`config.mk`:
```
export PLATFORM = sky130hd
export DESIGN_NAME = lsu_ctrl_flat
export DESIGN_NICKNAME = d
export VERILOG_FILES = /design/src/rtl/lsu_ctrl_pkg.sv /design/src/rtl/lsu_ctrl_if.sv /design/src/rtl/lsu_ctrl_decode.sv /design/src/rtl/lsu_ctrl.sv /design/src/flat_wrapper.sv
export SDC_FILE = /design/constraint.sdc
export NUM_CORES = 1
export LEC_CHECK = 0
export ABC_AREA = 1
export CAP_MARGIN = 20
export CORE_MARGIN = 4
export CORE_UTILIZATION = 67
export CTS_CLUSTER_SIZE = 30
export DETAILED_ROUTE_END_ITERATION = 6
export DONT_BUFFER_PORTS = 1
export GPL_TIMING_DRIVEN = 0
export PLACE_DENSITY_LB_ADDON = 0.1
export SLEW_MARGIN = 0
export SYNTH_ARGS = -nofsm -noshare
export SYNTH_HDL_FRONTEND = slang
export SYNTH_SLANG_ARGS = --single-unit
```
`constraint.sdc`:
```
create_clock -name clk -period 4.4 [get_ports clk]
set_input_delay 0.88 -clock clk [delete_from_list [all_inputs] [get_ports clk]]
set_output_delay 0.88 -clock clk [all_outputs]
set_load 0.01 [all_outputs]
```
`src/rtl/lsu_ctrl_pkg.sv`:
```
// Shared types and constants for the load/store control unit:
// access sizes, FSM states, fault causes and RV32I load/store funct3 codes.
package lsu_ctrl_pkg;

  typedef enum logic [1:0] {
    SIZE_BYTE = 2'd0,
    SIZE_HALF = 2'd1,
    SIZE_WORD = 2'd2
  } mem_size_t;

  typedef enum logic [1:0] {
    IDLE   = 2'd0,
    ACCESS = 2'd1,
    FAULT  = 2'd2,
    DONE   = 2'd3
  } lsu_state_t;

  typedef enum logic [1:0] {
    CAUSE_NONE       = 2'd0,
    CAUSE_MISALIGNED = 2'd1,
    CAUSE_RANGE      = 2'd2,
    CAUSE_ILLEGAL    = 2'd3
  } lsu_cause_t;

  localparam logic [2:0] F3_B  = 3'b000;
  localparam logic [2:0] F3_H  = 3'b001;
  localparam logic [2:0] F3_W  = 3'b010;
  localparam logic [2:0] F3_BU = 3'b100;
  localparam logic [2:0] F3_HU = 3'b101;

  // Number of bytes touched by an access of the given size.
  function automatic logic [2:0] size_bytes(input mem_size_t size);
    case (size)
      SIZE_HALF: return 3'd2;
      SIZE_WORD: return 3'd4;
      default:   return 3'd1;
    endcase
  endfunction

endpackage

```
`src/rtl/lsu_ctrl_if.sv`:
```
// Bundle of the execute-stage handshake and the data-memory port.
// The LSU uses the slave view; the core/memory side uses the master view.
interface lsu_ctrl_if;
  import lsu_ctrl_pkg::*;

  logic        lsu_valid;
  logic        lsu_ready;
  logic        lsu_is_store;
  logic [2:0]  lsu_funct3;
  logic [31:0] lsu_base;
  logic [31:0] lsu_offset;
  logic [31:0] lsu_store_data;
  logic        lsu_busy;
  logic        lsu_done;
  logic [31:0] lsu_load_data;
  logic        lsu_fault;
  lsu_cause_t  lsu_fault_cause;
  logic [31:0] lsu_fault_addr;

  logic        dmem_req;
  logic        dmem_wr_en;
  mem_size_t   dmem_data_size;
  logic [31:0] dmem_addr;
  logic [31:0] dmem_wr_data;
  logic        dmem_zero_extend;
  logic [31:0] dmem_rd_data;

  modport slave (
    input  lsu_valid, lsu_is_store, lsu_funct3, lsu_base, lsu_offset,
           lsu_store_data, dmem_rd_data,
    output lsu_ready, lsu_busy, lsu_done, lsu_load_data, lsu_fault,
           lsu_fault_cause, lsu_fault_addr, dmem_req, dmem_wr_en,
           dmem_data_size, dmem_addr, dmem_wr_data, dmem_zero_extend
  );

  modport master (
    output lsu_valid, lsu_is_store, lsu_funct3, lsu_base, lsu_offset,
           lsu_store_data, dmem_rd_data,
    input  lsu_ready, lsu_busy, lsu_done, lsu_load_data, lsu_fault,
           lsu_fault_cause, lsu_fault_addr, dmem_req, dmem_wr_en,
           dmem_data_size, dmem_addr, dmem_wr_data, dmem_zero_extend
  );

endinterface

```
`src/rtl/lsu_ctrl_decode.sv`:
```
// Combinational decode of funct3 and effective address into access size,
// zero-extension and the highest-priority fault cause.
module lsu_ctrl_decode
  import lsu_ctrl_pkg::*;
#(
  parameter int ADDR_WIDTH = 16
) (
  input  logic [2:0]  funct3_i,
  input  logic        is_store_i,
  input  logic [31:0] ea_i,
  output mem_size_t   size_o,
  output logic        zero_extend_o,
  output lsu_cause_t  cause_o
);

  localparam logic [32:0] ADDR_LIMIT = (33'd1 << ADDR_WIDTH) - 33'd1;

  logic        illegal;
  logic        misaligned;
  logic [32:0] last_byte;

  always_comb begin
    size_o        = SIZE_BYTE;
    zero_extend_o = 1'b0;
    illegal       = 1'b0;
    case (funct3_i)
      F3_B: size_o = SIZE_BYTE;
      F3_H: size_o = SIZE_HALF;
      F3_W: size_o = SIZE_WORD;
      F3_BU: begin
        size_o        = SIZE_BYTE;
        zero_extend_o = 1'b1;
        illegal       = is_store_i;
      end
      F3_HU: begin
        size_o        = SIZE_HALF;
        zero_extend_o = 1'b1;
        illegal       = is_store_i;
      end
      default: illegal = 1'b1;
    endcase

    misaligned = ((size_o == SIZE_HALF) && ea_i[0]) ||
                 ((size_o == SIZE_WORD) && (ea_i[1:0] != 2'b00));

    // 33-bit sum so an access straddling 2^32 still reads as out of range.
    last_byte = {1'b0, ea_i} + {30'd0, size_bytes(size_o)} - 33'd1;

    if (illegal) begin
      cause_o = CAUSE_ILLEGAL;
    end else if (misaligned) begin
      cause_o = CAUSE_MISALIGNED;
    end else if (last_byte > ADDR_LIMIT) begin
      cause_o = CAUSE_RANGE;
    end else begin
      cause_o = CAUSE_NONE;
    end
  end

endmodule

```
`src/rtl/lsu_ctrl.sv`:
```
// Load/store control unit: accepts one op from execute, checks it, drives the
// data-memory port for ACCESS_CYCLES cycles and reports load data or a fault.
module lsu_ctrl
  import lsu_ctrl_pkg::*;
#(
  parameter int ADDR_WIDTH    = 16,
  parameter int ACCESS_CYCLES = 1
) (
  input  logic clk,
  input  logic rst_n,
  lsu_ctrl_if.slave bus
);

  localparam logic [3:0] LAST_CNT = 4'(ACCESS_CYCLES - 1);

  lsu_state_t  state_q, state_d;
  logic [3:0]  cnt_q, cnt_d;
  logic [31:0] ea_q, ea_d;
  logic [31:0] wdata_q, wdata_d;
  mem_size_t   size_q, size_d;
  logic        zx_q, zx_d;
  logic        is_store_q, is_store_d;
  lsu_cause_t  cause_q, cause_d;
  lsu_cause_t  fault_cause_q, fault_cause_d;
  logic [31:0] fault_addr_q, fault_addr_d;
  logic [31:0] load_data_q, load_data_d;

  logic [31:0] ea_calc;
  mem_size_t   dec_size;
  logic        dec_zx;
  lsu_cause_t  dec_cause;
  logic        last_cycle;

  assign ea_calc    = bus.lsu_base + bus.lsu_offset;
  assign last_cycle = (cnt_q == LAST_CNT);

  lsu_ctrl_decode #(
    .ADDR_WIDTH (ADDR_WIDTH)
  ) u_decode (
    .funct3_i      (bus.lsu_funct3),
    .is_store_i    (bus.lsu_is_store),
    .ea_i          (ea_calc),
    .size_o        (dec_size),
    .zero_extend_o (dec_zx),
    .cause_o       (dec_cause)
  );

  always_ff @(posedge clk or negedge rst_n) begin
    if (!rst_n) begin
      state_q       <= IDLE;
      cnt_q         <= '0;
      ea_q          <= '0;
      wdata_q       <= '0;
      size_q        <= SIZE_BYTE;
      zx_q          <= 1'b0;
      is_store_q    <= 1'b0;
      cause_q       <= CAUSE_NONE;
      fault_cause_q <= CAUSE_NONE;
      fault_addr_q  <= '0;
      load_data_q   <= '0;
    end else begin
      state_q       <= state_d;
      cnt_q         <= cnt_d;
      ea_q          <= ea_d;
      wdata_q       <= wdata_d;
      size_q        <= size_d;
      zx_q          <= zx_d;
      is_store_q    <= is_store_d;
      cause_q       <= cause_d;
      fault_cause_q <= fault_cause_d;
      fault_addr_q  <= fault_addr_d;
      load_data_q   <= load_data_d;
    end
  end

  always_comb begin
    state_d       = state_q;
    cnt_d         = cnt_q;
    ea_d          = ea_q;
    wdata_d       = wdata_q;
    size_d        = size_q;
    zx_d          = zx_q;
    is_store_d    = is_store_q;
    cause_d       = cause_q;
    fault_cause_d = fault_cause_q;
    fault_addr_d  = fault_addr_q;
    load_data_d   = load_data_q;

    bus.lsu_ready        = 1'b0;
    bus.lsu_busy         = 1'b0;
    bus.lsu_done         = 1'b0;
    bus.lsu_fault        = 1'b0;
    bus.dmem_req         = 1'b0;
    bus.dmem_wr_en       = 1'b0;
    bus.dmem_data_size   = SIZE_BYTE;
    bus.dmem_addr        = '0;
    bus.dmem_wr_data     = '0;
    bus.dmem_zero_extend = 1'b0;

    unique case (state_q)
      IDLE: begin
        bus.lsu_ready = 1'b1;
        if (bus.lsu_valid) begin
          ea_d       = ea_calc;
          wdata_d    = bus.lsu_store_data;
          size_d     = dec_size;
          zx_d       = dec_zx;
          is_store_d = bus.lsu_is_store;
          cause_d    = dec_cause;
          cnt_d      = '0;
          state_d    = (dec_cause != CAUSE_NONE) ? FAULT : ACCESS;
        end
      end
      ACCESS: begin
        bus.lsu_busy         = 1'b1;
        bus.dmem_req         = 1'b1;
        bus.dmem_data_size   = size_q;
        bus.dmem_addr        = ea_q;
        bus.dmem_wr_data     = wdata_q;
        bus.dmem_zero_extend = zx_q;
        // Write strobe only on the last cycle so memory sees a single write.
        bus.dmem_wr_en       = is_store_q && last_cycle;
        cnt_d                = cnt_q + 4'd1;
        if (last_cycle) begin
          if (!is_store_q) begin
            load_data_d = bus.dmem_rd_data;
          end
          state_d = DONE;
        end
      end
      FAULT: begin
        bus.lsu_busy  = 1'b1;
        fault_cause_d = cause_q;
        fault_addr_d  = ea_q;
        state_d       = DONE;
      end
      DONE: begin
        bus.lsu_busy  = 1'b1;
        bus.lsu_done  = 1'b1;
        bus.lsu_fault = (cause_q != CAUSE_NONE);
        state_d       = IDLE;
      end
      default: state_d = IDLE;
    endcase
  end

  assign bus.lsu_load_data   = load_data_q;
  assign bus.lsu_fault_cause = fault_cause_q;
  assign bus.lsu_fault_addr  = fault_addr_q;

endmodule
```
`src/flat_wrapper.sv`:
```
// flat-port wrapper written by rule: the top's interface ports become plain ports
module lsu_ctrl_flat import lsu_ctrl_pkg::*;
#(
  parameter int ADDR_WIDTH    = 16,
  parameter int ACCESS_CYCLES = 1
)
  (clk, rst_n, bus_lsu_valid, bus_lsu_is_store, bus_lsu_funct3, bus_lsu_base, bus_lsu_offset, bus_lsu_store_data, bus_dmem_rd_data, bus_lsu_ready, bus_lsu_busy, bus_lsu_done, bus_lsu_load_data, bus_lsu_fault, bus_lsu_fault_cause, bus_lsu_fault_addr, bus_dmem_req, bus_dmem_wr_en, bus_dmem_data_size, bus_dmem_addr, bus_dmem_wr_data, bus_dmem_zero_extend);
  lsu_ctrl_if bus_i ();
  input  logic clk;
  input  logic rst_n;
  input wire logic [$bits(bus_i.lsu_valid)-1:0] bus_lsu_valid;
  input wire logic [$bits(bus_i.lsu_is_store)-1:0] bus_lsu_is_store;
  input wire logic [$bits(bus_i.lsu_funct3)-1:0] bus_lsu_funct3;
  input wire logic [$bits(bus_i.lsu_base)-1:0] bus_lsu_base;
  input wire logic [$bits(bus_i.lsu_offset)-1:0] bus_lsu_offset;
  input wire logic [$bits(bus_i.lsu_store_data)-1:0] bus_lsu_store_data;
  input wire logic [$bits(bus_i.dmem_rd_data)-1:0] bus_dmem_rd_data;
  output wire logic [$bits(bus_i.lsu_ready)-1:0] bus_lsu_ready;
  output wire logic [$bits(bus_i.lsu_busy)-1:0] bus_lsu_busy;
  output wire logic [$bits(bus_i.lsu_done)-1:0] bus_lsu_done;
  output wire logic [$bits(bus_i.lsu_load_data)-1:0] bus_lsu_load_data;
  output wire logic [$bits(bus_i.lsu_fault)-1:0] bus_lsu_fault;
  output wire logic [$bits(bus_i.lsu_fault_cause)-1:0] bus_lsu_fault_cause;
  output wire logic [$bits(bus_i.lsu_fault_addr)-1:0] bus_lsu_fault_addr;
  output wire logic [$bits(bus_i.dmem_req)-1:0] bus_dmem_req;
  output wire logic [$bits(bus_i.dmem_wr_en)-1:0] bus_dmem_wr_en;
  output wire logic [$bits(bus_i.dmem_data_size)-1:0] bus_dmem_data_size;
  output wire logic [$bits(bus_i.dmem_addr)-1:0] bus_dmem_addr;
  output wire logic [$bits(bus_i.dmem_wr_data)-1:0] bus_dmem_wr_data;
  output wire logic [$bits(bus_i.dmem_zero_extend)-1:0] bus_dmem_zero_extend;
  assign bus_i.lsu_valid = bus_lsu_valid;
  assign bus_i.lsu_is_store = bus_lsu_is_store;
  assign bus_i.lsu_funct3 = bus_lsu_funct3;
  assign bus_i.lsu_base = bus_lsu_base;
  assign bus_i.lsu_offset = bus_lsu_offset;
  assign bus_i.lsu_store_data = bus_lsu_store_data;
  assign bus_i.dmem_rd_data = bus_dmem_rd_data;
  assign bus_lsu_ready = bus_i.lsu_ready;
  assign bus_lsu_busy = bus_i.lsu_busy;
  assign bus_lsu_done = bus_i.lsu_done;
  assign bus_lsu_load_data = bus_i.lsu_load_data;
  assign bus_lsu_fault = bus_i.lsu_fault;
  assign bus_lsu_fault_cause = bus_i.lsu_fault_cause;
  assign bus_lsu_fault_addr = bus_i.lsu_fault_addr;
  assign bus_dmem_req = bus_i.dmem_req;
  assign bus_dmem_wr_en = bus_i.dmem_wr_en;
  assign bus_dmem_data_size = bus_i.dmem_data_size;
  assign bus_dmem_addr = bus_i.dmem_addr;
  assign bus_dmem_wr_data = bus_i.dmem_wr_data;
  assign bus_dmem_zero_extend = bus_i.dmem_zero_extend;
  lsu_ctrl #(.ADDR_WIDTH(ADDR_WIDTH), .ACCESS_CYCLES(ACCESS_CYCLES)) u_core (.clk(clk), .rst_n(rst_n), .bus(bus_i));
endmodule
```
==> results of run 1 <==
==> logic make-up after synthesis <==
group           share of synthesized area [%]
flops                                    33.1
fa+ha+maj                                8.64
mux                                      6.91
xor+xnor                                 2.28
buf+inv                                  9.85
compound gates                           7.22
simple gates                             32.0
==> timing repair <==
item                                    CTS  global route
pin swaps                                10            49
endpoints found under the setup margin    3             3
gates resized for setup                  27           146
gates cloned                              0             0
setup buffers                             7            20
==> path summary, 6_finish.rpt <==
path | start | slack (ns) | end
setup / recovery | bus_lsu_base[6] | -0.05 | u_core.state_q[1]
hold / removal | rst_n | 0.15 | u_core.wdata_q[16]
setup reg to reg | u_core.state_q[1] | 1.86 | u_core.bus.lsu_load_data[19]
hold reg to reg | u_core.wdata_q[14] | 0.48 | u_core.wdata_q[14]
max in group asynchronous | rst_n | 4.06 | u_core.bus.lsu_load_data[13]
min in group clk | u_core.wdata_q[14] | 0.48 | u_core.wdata_q[14]
==> registers in the layout (all words and copies together) (netlist names) <==
name	cells
u_core.wdata_q	32
u_core.zx_q	1
u_core.cause_q	2
u_core.bus.lsu_load_data	32
u_core.bus.lsu_fault_addr	32
u_core.is_store_q	1
u_core.size_q	2
u_core.ea_q	32
u_core.state_q	2
u_core.bus.lsu_fault_cause	2
u_core.cnt_q	4
==> metal layers <==
metal  wire length [um]  track usage, %
met5                  0               0
met4               1280            11.4
met3               2190            5.70
met2              16000            55.9
met1              12200            39.7
==> placed cells by master (no fill, tap or decap), types with 11 or more instances in the layout <==
cell and instances:
a21oi_1 40, ha_1 44, o21ai_0 47, nand2_2 60, nand3_2 11, inv_2 15
nand4_1 26, clkbuf_16 17, nand3_1 68, xor2_1 11, inv_1 237, nand2_4 17
nor2_2 11, mux2_2 66, nand2_1 513, nor2_1 65, ha_4 26, dfrtp_1 142
a21oi_2 14, clkbuf_1 25, buf_4 25
==> report_power, final <==
group          switching [mW]  internal [mW]
Sequential              0.613           1.93
Clock                   0.644          0.752
Combinational            2.20           1.41
Total                    3.45           4.09
==> worst max-delay path, delay by kind of cell <==
family,cells,cell delay [ns]
XOR/XNOR,2,0.42
AO/OA/AOI/OAI,3,0.73
AND/OR/NAND/NOR,19,1.86
buffers and inverters,3,0.36
adder cells (fa/ha/maj),2,0.50
==> final cells by class <==
type | instances | area (sq um)
inverters | 253 | 950
clock buffers | 17 | 425
clock inverters | 15 | 151
flip-flops and latches | 142 | 3550
plain buffers | 29 | 109
fillers | 1076 | 3140
well taps | 216 | 270
multi-input cells | 1103 | 7020
diodes | 1 | 2.50
repair buffers | 27 | 210
==> results.py, run 1 <==
metrics = {
    "power": {
        "finalPower_mw": 7.54,
        "power_density_nw_per_um2": 594,
        "leakagePower_nw": 6.96,
        "ir_worst_vdd_mv": 0.310,
    },
    "floorplan": {
        "die_h_um": 135,
        "dieArea_sq_um": 18100,
        "num_io_pins": 274,
        "die_width_um": 135,
        "initial_core_util_pct": 67.9,
        "core-area_sq_um": 15800,
        "rows": 46,
    },
    "cts": {
        "holdBufCountCts": 0,
        "tritoncts": "built",
        "numCtsBuffers": 17,
        "clockBufferDepth": 2,
        "clk_latency_ns": 0.43,
        "clk_pin_slew_ns": 0.07,
        "cts.sinks": 142,
        "cts-root-buf": "clkbuf_16",
        "cts-htree-levels": 4,
    },
    "global_routing": {
        "grt.total_usage_pct": 31.9,
        "grt_pass1_wl_mm": 46.4,
        "grt.overflow.total": 0,
        "grt_pass1_vias": 9292,
        "grt_max_degree": 143,
        "antenna_found_initial": 1,
    },
    "logic_synthesis": {
        "ys_seq_elements": 142,
        "async_reset_ff_share_pct": 100,
        "synth_edf_count": 0,
        "synth.area.top_cells": "dfrtp_1 (33%), nand2_1 (19%), inv_1 (8.4%), ha_1 (8.3%), mux2_2 (6.9%)",
        "syn_nets": 1735,
        "syn_area_per_cell_sq_um": 7.04,
        "ys_seq_area_share_pct": 33.1,
        "ys_types": 47,
        "yosys_warnings": 0,
        "yosysTopAreaCell": "dfrtp_1",
        "ys.flop_type": "dfrtp_1",
        "syn_inst": 1527,
        "syn_area_sq_um": 10700,
        "yosys-top-cells-count": "nand2_1 (545), inv_1 (241), dfrtp_1 (142)",
        "synth_top_area_share_pct": 33.1,
        "yosysMostFrequentCell": "nand2_1",
    },
    "finish": {
        "drive_above_1_share_pct": 20.9,
        "instances_no_fill": 1803,
        "fin_util_pct": 80.2,
        "nets": 1781,
        "syn_to_final_growth_pct": 18.1,
        "final_area_sq_um": 12700,
    },
    "timing": {
        "fmax_mhz": 225,
        "tns_ns": -0.0923,
        "hold_ws_ns": 0.146,
        "relSlewSlack_pct": 52.0,
        "skew_ns": 0.00831,
        "hold_viol_final": 0,
        "worstMarginPinSlew_ns": 0.720,
        "post-route-period-util_pct": 101,
        "worst_slack_ns": -0.0457,
        "maxSlewViolCount": 0,
        "finalSetupViolCount": 3,
        "layout_min_cycle_time_ns": 4.45,
    },
    "routing": {
        "viasPerCell": 5.67,
        "first_pass_iters": 5,
        "ant_nets": 0,
        "drt_iter0_markers": 807,
        "wl_per_cell_um": 17.6,
        "routed_wl_mm": 31.8,
        "drc": 0,
        "dr_total_vias": 10232,
    },
    "status": {
        "violations": "negative setup slack",
        "status": "complete, but fails checks",
    },
    "place": {
        "pre_cts_ws_ns": -0.944,
        "gp_congestion": 0.950,
        "dp_hpwl_mm": 23.1,
        "placed_area_sq_um": 11000,
        "numPortBuffers": 0,
        "place_inst": 1743,
    },
    "hold_path": {
        "hold_class": "input pin to async pin",
    },
    "flow_run": {
        "cap_viol_max_count": 0,
    },
    "critical_path": {
        "cp.required_ns": 4.72,
        "startpoint_type": "input pin",
        "critPathSlowestCell": "a2111oi_2",
        "reg2reg_depth": 8,
        "critPathMaxStageDelay_ns": 0.31,
        "critPathKind": "input pin to flop",
        "worstPathMaxFanout": 5,
        "critPathArrivalTime_ns": 4.76,
        "end_kind": "flop",
        "cp_common_cell": "nand2_1",
    },
}
Note: power is estimated with default switching activity, not from simulation.
==> inputs of run 2 (changes only) <==
SYNTH_HIERARCHICAL = 1   (was unset)
==> results.py, run 2 <==
metrics = {
    "status": {
        "status": "finished clean",
    },
    "routing": {
        "routed_wl_mm": 34.1,
        "drt_iter0_markers": 881,
        "drc": 0,
        "ant_nets": 0,
        "viasPerCell": 5.40,
        "first_pass_iters": 6,
        "wl_per_cell_um": 16.9,
        "dr_total_vias": 10883,
    },
    "critical_path": {
        "crit_family": "simple AND/OR/NAND/NOR gates",
        "cp.required_ns": 4.70,
        "critPathArrivalTime_ns": 4.52,
        "r2r_slack_ns": 1.79,
        "critPathSlowestCell": "fa_2",
        "reg2reg_to": "u_core/wdata_q[12]",
        "path_buf_inv": 2,
        "reg2reg_depth": 8,
        "critPathKind": "input pin to flop",
        "critPathMaxStageDelay_ns": 0.40,
        "startpoint_type": "input pin",
        "reg2reg_from": "u_core/state_q[0]",
        "cp.depth": 32,
        "end_kind": "flop",
        "worstPathMaxFanout": 4,
    },
    "floorplan": {
        "dieArea_sq_um": 19000,
        "num_io_pins": 274,
        "initial_core_util_pct": 68.4,
        "die_width_um": 138,
        "die_h_um": 138,
        "core-area_sq_um": 16500,
        "rows": 47,
    },
    "place": {
        "dp_hpwl_mm": 26.1,
        "numPortBuffers": 0,
        "gp_congestion": 0.993,
        "placed_area_sq_um": 11600,
        "pre_cts_ws_ns": -0.616,
    },
    "finish": {
        "final_common_cell": "nand2_1",
        "layout_common_cells": "nand2_1 (698), inv_1 (386), dfrtp_1 (142)",
        "final_area_sq_um": 12700,
        "nets": 1995,
        "antenna_cells": 0,
        "fin_util_pct": 76.6,
        "drive_above_1_share_pct": 11.6,
        "syn_to_final_growth_pct": 12.1,
    },
    "power": {
        "clkPwrFrac_pct": 17.9,
        "ir_worst_vdd_mv": 0.438,
        "swShare_pct": 47.3,
        "combPwrFrac_pct": 48.5,
        "leakagePower_nw": 7.80,
        "finalPower_mw": 7.79,
        "pwr-share-seq_pct": 33.5,
        "power_density_nw_per_um2": 615,
        "p_int_mw": 4.11,
        "p_sw_mw": 3.68,
    },
    "logic_synthesis": {
        "ys.flop_type": "dfrtp_1",
        "yosysTopAreaCell": "dfrtp_1",
        "synth_top_area_share_pct": 31.5,
        "synth_edf_count": 0,
        "ys_seq_area_share_pct": 31.5,
        "syn_area_per_cell_sq_um": 6.44,
        "syn_inst": 1755,
        "syn_nets": 1968,
        "ys_types": 39,
        "syn_area_sq_um": 11300,
        "synth.area.top_cells": "dfrtp_1 (31%), nand2_1 (24%), inv_1 (13%), ha_1 (8.4%), mux2_4 (4.0%)",
        "yosys-top-cells-count": "nand2_1 (722), inv_1 (386), dfrtp_1 (142)",
        "yosys_warnings": 6,
        "ys_seq_elements": 142,
        "yosysMostFrequentCell": "nand2_1",
        "async_reset_ff_share_pct": 100,
    },
    "timing": {
        "hold_viol_final": 0,
        "worstMarginPinSlew_ns": 0.823,
        "fmax_mhz": 237,
        "skew_ns": 0.00987,
        "hold_ws_ns": 0.145,
        "relSlewSlack_pct": 45.1,
        "finalSetupViolCount": 0,
        "maxSlewViolCount": 0,
        "post-route-period-util_pct": 95.9,
        "layout_min_cycle_time_ns": 4.22,
        "worst_slack_ns": 0.181,
    },
    "global_routing": {
        "antenna_found_initial": 0,
        "grt_max_degree": 143,
        "grt.total_usage_pct": 34.5,
        "grt_pass1_vias": 10010,
        "grt.overflow.total": 0,
        "grt_pass1_wl_mm": 50.8,
    },
    "cts": {
        "clockBufferDepth": 2,
        "clk_pin_slew_ns": 0.07,
        "holdBufCountCts": 0,
        "cts-root-buf": "clkbuf_16",
        "cts-htree-levels": 4,
        "numCtsBuffers": 17,
        "tritoncts": "built",
        "clk_latency_ns": 0.43,
        "cts.sinks": 142,
    },
    "hold_path": {
        "hold_class": "input pin to async pin",
    },
    "flow_run": {
        "cap_viol_max_count": 0,
    },
}
[run 2: cell types whose count changed in the layout (fill, tap and decap cells not counted), sizes merged, moves of 5 or more]
cell and change:
xnor2 -6, inv +141, ha +5, buf -15
o21ai -30, nor2 +28, nand3 -10, mux2 -16
and2 +18, nand2 +137, nand4 -19
[run 2: worst max-delay path by stage]
stage | start | endpoint | slack [ns]
floorplan | bus_lsu_base[0] | u_core/state_q[1] | 0.25
global placement | bus_lsu_base[0] | u_core/state_q[1] | -0.54
detailed placement | bus_lsu_base[0] | u_core/state_q[1] | -0.62
CTS | bus_lsu_base[0] | u_core/state_q[1] | 0.01
global route | bus_lsu_base[0] | u_core/state_q[1] | -0.10
finish | bus_lsu_base[0] | u_core/state_q[1] | 0.18
[run 2: timing repair]
| action | 4_1_cts | 5_1_grt |
|---|---|---|
| pin swaps | 1 | 12 |
| hold endpoints to repair | 0 | 0 |
| setup endpoints to repair | 2 | 3 |
| setup buffers | 1 | 7 |
| gates resized for setup | 10 | 102 |
[run 2: final cells by class]
| type | instances | area (sq um) |
|---|---|---|
| Fill cell | 1259 | 3860 |
| Tap cell | 220 | 275 |
| Clock buffer | 17 | 425 |
| Timing Repair Buffer | 8 | 60.1 |
| Inverter | 393 | 1480 |
| Buffer | 33 | 151 |
| Sequential cell | 142 | 3550 |
| Multi-Input combinational cell | 1187 | 6570 |
| Clock inverter | 15 | 146 |
[run 2: through the flow]
stage          setup TNS (ns)  std cells
3_5_place_dp            -1.52       1975
4_1_cts                     0       2008
2_1_floorplan               0       1755
6_report                    0       2015
5_1_grt                -0.142       2015
3_3_place_gp            -1.35       1975
[run 2: kinds of logic after synthesis]
group                      after synthesis  share of synthesized area, %
buffers and inverters                  426                          14.4
xor gates and xnor gates                18                          1.40
and+or+nand+nor                        957                          34.1
adders and majority gates               78                          8.77
DFF                                    142                          31.5
AOI/OAI and AO/OA                       84                          3.87
muxes                                   50                          5.98
[run 2: per-layer routing]
metal  vias up  GRT usage, %  routed length (um)
li1       5271             -                   -
met1      4974          38.7               12600
met2       522          62.1               16900
met3       116          7.49                2960
met4         0          16.4                1700
met5         -             0                   0
[run 2: power by group through the flow]
stage,sequential [mW],clock [mW],combinational [mW]
finish,2.61,1.39,3.78
global route,2.66,1.47,4.17
CTS,2.59,1.40,3.54
detailed placement,2.60,0,3.45
global placement,2.56,0,3.34
floorplan,2.40,0,2.71
